### src/rtl/sa_pkg.sv
// Shared systolic-array constants and the mover scheduler state encoding.
// The size defaults are also used by the data mover, so both blocks agree on tile geometry.
package sa_pkg;

  localparam int PE_SIZE_DEF   = 16;
  localparam int OC_DEF        = 64;
  localparam int NUM_TILES_DEF = 56;
  localparam int TIMEOUT_DEF   = 1024;

  typedef enum logic [2:0] {
    S_IDLE  = 3'd0,
    S_WAIT  = 3'd1,
    S_PUSH  = 3'd2,
    S_DRAIN = 3'd3,
    S_FINAL = 3'd4,
    S_DONE  = 3'd5
  } sched_state_t;

endpackage

### src/rtl/sa_sched_cnt.sv
// Loadable down-counter with a zero flag; it saturates at zero instead of wrapping.
// A load overrides the decrement, and clr overrides both.
module sa_sched_cnt #(
  parameter int W = 4
) (
  input  logic         clk,
  input  logic         rst,
  input  logic         clr,
  input  logic         load,
  input  logic [W-1:0] load_val,
  input  logic         dec,
  output logic         zero
);

  logic [W-1:0] count;

  assign zero = (count == '0);

  always_ff @(posedge clk) begin
    if (rst || clr) begin
      count <= '0;
    end else if (load) begin
      count <= load_val;
    end else if (dec && !zero) begin
      count <= count - W'(1);
    end
  end

endmodule

### src/rtl/sa_mover_scheduler.sv
// Sequences the SA output data mover tile by tile over a whole layer.
// For each tile it issues one PE_SIZE-cycle enable burst, then waits out the skew and write phase. After the last tile it waits for the mover to report finish.
module sa_mover_scheduler
  import sa_pkg::*;
#(
  parameter int PE_SIZE   = PE_SIZE_DEF,
  parameter int OC        = OC_DEF,
  parameter int NUM_TILES = NUM_TILES_DEF,
  parameter int TIMEOUT   = TIMEOUT_DEF
) (
  input  logic                           clk,
  input  logic                           rst,
  input  logic                           start_i,
  input  logic                           abort_i,
  input  logic                           tile_ready_i,
  input  logic                           mover_finish_i,
  output logic                           mover_en_o,
  output logic                           busy_o,
  output logic                           done_o,
  output logic                           err_o,
  output logic [$clog2(NUM_TILES+1)-1:0] tile_idx_o
);

  localparam int BW = (PE_SIZE > 1) ? $clog2(PE_SIZE) : 1;
  localparam int WW = $clog2(PE_SIZE + OC + TIMEOUT);
  localparam int TW = $clog2(NUM_TILES + 1);

  // Counters hold N-1 on entry and leave the state on the cycle they read zero.
  localparam logic [BW-1:0] BURST_LOAD   = BW'(PE_SIZE - 1);
  localparam logic [WW-1:0] DRAIN_LOAD   = WW'(PE_SIZE + OC - 2);
  localparam logic [WW-1:0] TIMEOUT_LOAD = WW'(TIMEOUT - 1);
  localparam logic [TW-1:0] LAST_TILE    = TW'(NUM_TILES - 1);

  sched_state_t  state;
  logic          burst_load, burst_dec, burst_zero;
  logic          wait_load, wait_dec, wait_zero;
  logic [WW-1:0] wait_val;
  logic          more_tiles;

  assign busy_o     = (state != S_IDLE);
  assign more_tiles = (tile_idx_o < LAST_TILE);

  always_comb begin
    burst_load = (state == S_WAIT) && tile_ready_i;
    burst_dec  = (state == S_PUSH);
    wait_dec   = (state == S_DRAIN) || (state == S_FINAL);
    wait_load  = 1'b0;
    wait_val   = DRAIN_LOAD;
    if (state == S_PUSH && burst_zero) begin
      wait_load = 1'b1;
    end else if (state == S_DRAIN && wait_zero && !more_tiles) begin
      wait_load = 1'b1;
      wait_val  = TIMEOUT_LOAD;
    end
  end

  sa_sched_cnt #(.W(BW)) u_burst_cnt (
    .clk      (clk),
    .rst      (rst),
    .clr      (abort_i),
    .load     (burst_load),
    .load_val (BURST_LOAD),
    .dec      (burst_dec),
    .zero     (burst_zero)
  );

  sa_sched_cnt #(.W(WW)) u_wait_cnt (
    .clk      (clk),
    .rst      (rst),
    .clr      (abort_i),
    .load     (wait_load),
    .load_val (wait_val),
    .dec      (wait_dec),
    .zero     (wait_zero)
  );

  always_ff @(posedge clk) begin
    if (rst) begin
      state      <= S_IDLE;
      mover_en_o <= 1'b0;
      done_o     <= 1'b0;
      err_o      <= 1'b0;
      tile_idx_o <= '0;
    end else if (abort_i) begin
      state      <= S_IDLE;
      mover_en_o <= 1'b0;
      done_o     <= 1'b0;
      tile_idx_o <= '0;
    end else begin
      case (state)
        S_IDLE: begin
          if (start_i) begin
            state      <= S_WAIT;
            tile_idx_o <= '0;
            err_o      <= 1'b0;
          end
        end
        S_WAIT: begin
          if (tile_ready_i) begin
            state      <= S_PUSH;
            mover_en_o <= 1'b1;
          end
        end
        S_PUSH: begin
          if (burst_zero) begin
            state      <= S_DRAIN;
            mover_en_o <= 1'b0;
          end
        end
        S_DRAIN: begin
          if (wait_zero) begin
            if (more_tiles) begin
              tile_idx_o <= tile_idx_o + TW'(1);
              state      <= S_WAIT;
            end else begin
              state <= S_FINAL;
            end
          end
        end
        S_FINAL: begin
          // A finish arriving on the expiry cycle is still a clean finish.
          if (mover_finish_i) begin
            state  <= S_DONE;
            done_o <= 1'b1;
          end else if (wait_zero) begin
            state  <= S_DONE;
            done_o <= 1'b1;
            err_o  <= 1'b1;
          end
        end
        S_DONE: begin
          state  <= S_IDLE;
          done_o <= 1'b0;
        end
        default: state <= S_IDLE;
      endcase
    end
  end

endmodule

### config.mk
export PLATFORM = sky130hd
export DESIGN_NAME = sa_mover_scheduler
export DESIGN_NICKNAME = d
export VERILOG_FILES = /design/src/rtl/sa_pkg.sv /design/src/rtl/sa_sched_cnt.sv /design/src/rtl/sa_mover_scheduler.sv
export SDC_FILE = /design/constraint.sdc
export NUM_CORES = 1
export LEC_CHECK = 0
export CORE_UTILIZATION = 45
export DETAILED_ROUTE_END_ITERATION = 8
export DONT_BUFFER_PORTS = 1
export MAX_ROUTING_LAYER = met4
export SLEW_MARGIN = 20
export SYNTH_ARGS = -nofsm -noshare
export SYNTH_HDL_FRONTEND = slang
export SYNTH_SLANG_ARGS = --single-unit
export TNS_END_PERCENT = 5
### constraint.sdc
create_clock -name clk -period 3.95 [get_ports clk]
set_input_delay 0.395 -clock clk [delete_from_list [all_inputs] [get_ports clk]]
set_output_delay 0.395 -clock clk [all_outputs]
set_load 0.03 [all_outputs]
==> impl_metrics.json <==
{
  "worst_pin_slew_ps": 611,
  "cts.clk_slew.worst_paths_ps": 140,
  "dieArea_um2": 3580,
  "rows": 20,
  "synth_compound_area_frac": 0.233,
  "maxCapViolCount": 0,
  "synth_fa_ha_area_frac": 0.0249,
  "synth_simple_gate_area_frac": 0.269,
  "dr.pass1.iters": 4,
  "p_sw_frac": 0.255,
  "synthXorXnorAreaFrac": 0.0291,
  "die_h_um": 59.9,
  "p_int_mw": 0.327,
  "grt_pass1_vias": 1194,
  "drc": 0,
  "cts_tree": "done",
  "post_cts_buffers": 0,
  "hold_path_class": "input port to flop",
  "place_inst": 219,
  "switchingPower_mw": 0.112,
  "die_w_um": 59.9,
  "clock_sinks": 27,
  "tns_ps": 0,
  "numCtsBuffers": 3,
  "ir_drop_v": 0.000178,
  "finalClockSkew_ps": 1.96,
  "fill_cells": 313,
  "start_util": 0.485,
  "rsz0062_at_grt": "false",
  "p_leak_nw": 0.533,
  "grt_first_pass_wirelength_mm": 5.51,
  "period_share": 0.584,
  "first_iter_violations": 83,
  "wire_per_inst_um": 14.7,
  "grt.overflow.total": 0,
  "post_cts_resize_count": 0,
  "fin_util": 0.503,
  "period_needed_ps": 2310,
  "routed_via_density": 5.80,
  "finalMaxSlewViolations": 0,
  "diodes": 0,
  "synth_nets": 190,
  "ys_seq_elements": 27,
  "ys_seq_area_frac": 0.359,
  "vias": 1293,
  "core_um2": 3100,
  "root_buffer": "clkbuf_4",
  "synth-edff-count": 0,
  "comb_power_share": 0.080,
  "syn_inst": 181,
  "synth-main-ff-cell": "dfxtp_1",
  "critPathRequiredTime_ps": 4180,
  "syn_area_um2": 1510,
  "cp-end-kind": "flop",
  "totalWireLength_mm": 3.27,
  "muxShareOfSynthArea": 0.0415,
  "ant_nets": 0,
  "cts_max_level": 1,
  "yosysWarningCount": 0,
  "status": "completed",
  "holdBufCountCts": 0,
  "synth_area_leaders": "dfxtp_1 (36%), a21oi_1 (7.3%), nand2_1 (5.5%), o21ai_0 (4.0%), nor2_1 (3.0%)",
  "worst_hold_slack_ps": 115,
  "antenna_found_initial": 0,
  "setup_viol": 0,
  "track_usage": 0.211,
  "yosysTopAreaCell": "dfxtp_1",
  "synth_top_area_frac": 0.359,
  "io_buffers": 0,
  "synth_cell_types": 46,
  "cp.arrival_ps": 2540,
  "layout.cells.non_filler": 223,
  "clock_latency_ps": 330,
  "dpl.hpwl_mm": 2.50,
  "critPathKind": "flop to flop",
  "synthArstFlopShare": 0,
  "pin_count": 16,
  "ctsLongestPathBuffers": 2,
  "num-nets-final": 189,
  "synth.avg_cell_area_um2": 8.32,
  "gp_congestion": 0.952,
  "power_density_nw_per_um2": 281,
  "drive_above_1_share": 0.0782,
  "synthTopCellsByCount": "dfxtp_1 (27), a21oi_1 (22), nand2_1 (22)",
  "power.share.sequential": 0.644,
  "start_kind": "flop",
  "grt_max_degree": 17,
  "maxSlewHeadroom": 0.589,
  "synth_top_family_by_area": "simple AND/OR/NAND/NOR gates",
  "cp_max_fo": 6,
  "finalHoldViolations": 0,
  "p_clk_frac": 0.276,
  "yosysMostFrequentCell": "dfxtp_1",
  "syn2layout_area_growth_pct": 3.65,
  "max_freq_mhz": 434
}
==> critical path: stages, from the launching register on <==
cell	delay, ps
dfxtp_1	610
ha_1	280
a21oi_1	140
nor3_1	520
a21boi_1	310
nor2b_1	220
mux2i_1	140
==> final timing paths <==
check | start | endpoint | slack (ps) | cells past startpoint
max | tile_idx_o[0] | u_wait_cnt.count[7] | 1640 | 6
min | rst | err_o | 120 | 1
max reg2reg | tile_idx_o[0] | u_wait_cnt.count[7] | 1640 | 6
min reg2reg | u_wait_cnt.count[0] | u_wait_cnt.count[0] | 550 | 1
==> power groups by stage <==
stage | Combinational [mW] | Clock (mW) | Sequential (mW)
final | 0.0353 | 0.121 | 0.282
after detailed placement | 0.0353 | 0 | 0.288
after global placement | 0.0347 | 0 | 0.288
after floorplan | 0.0313 | 0 | 0.286
after CTS | 0.0354 | 0.125 | 0.283
after global routing | 0.0386 | 0.138 | 0.284
==> metrics by stage <==
step                total power, mW  setup slack (ps)  cell area [um^2]
floorplan                     0.317              2030              1510
global placement              0.323              1730              1530
detailed placement            0.324              1700              1530
CTS                           0.443              1660              1560
global route                  0.460              1480              1560
finish                        0.439              1640              1560
==> layout make-up <==
type                       count  area (um^2)  share of cell area
tap                           44         55.1              0.0353
inverter                      10         37.5              0.0240
sequential                    27          541               0.346
clock inverter                 1         5.00             0.00321
multi-input combinational    138          901               0.577
clock buffer                   3         22.5              0.0144
==> cell usage in the layout (no fill, tap or decap), drive strengths merged, types with 4 or more instances in the layout <==
cell type  synthesis  layout
dfxtp             27      27
nand2             22      22
a21oi             22      22
nor2              12      12
o21ai             12      12
inv               10      10
nand3              7       7
nor3               6       6
nor3b              4       4
mux2i              4       4
==> routing by layer <==
metal / up-vias / global-route usage / part of all wire / routed length [um]
li1: 653 / - / - / -
met1: 610 / 0.270 / 0.49 / 1590
met2: 28 / 0.343 / 0.47 / 1520
met3: 2 / 0.0411 / 0.043 / 140
met4: 0 / 0.0465 / 0.0058 / 19
met5: - / - / 0 / 0
==> state kept, by name, summed over array words and instances (netlist names) <==
| signal | cells |
|---|---|
| err_o | 1 |
| state | 3 |
| done_o | 1 |
| u_wait_cnt.count | 11 |
| tile_idx_o | 6 |
| u_burst_cnt.count | 4 |
| mover_en_o | 1 |
==> logic make-up (layout without fill, tap and decap cells) <==
group	count (synthesis)	in the layout
adders and majority gates	3	3
and+or+nand+nor	72	72
buffers and inverters	16	14
DFF	27	27
AOI/OAI and AO/OA	52	52
xor gates and xnor gates	5	5
muxes	6	6
Power figures use the tool's default switching activity.
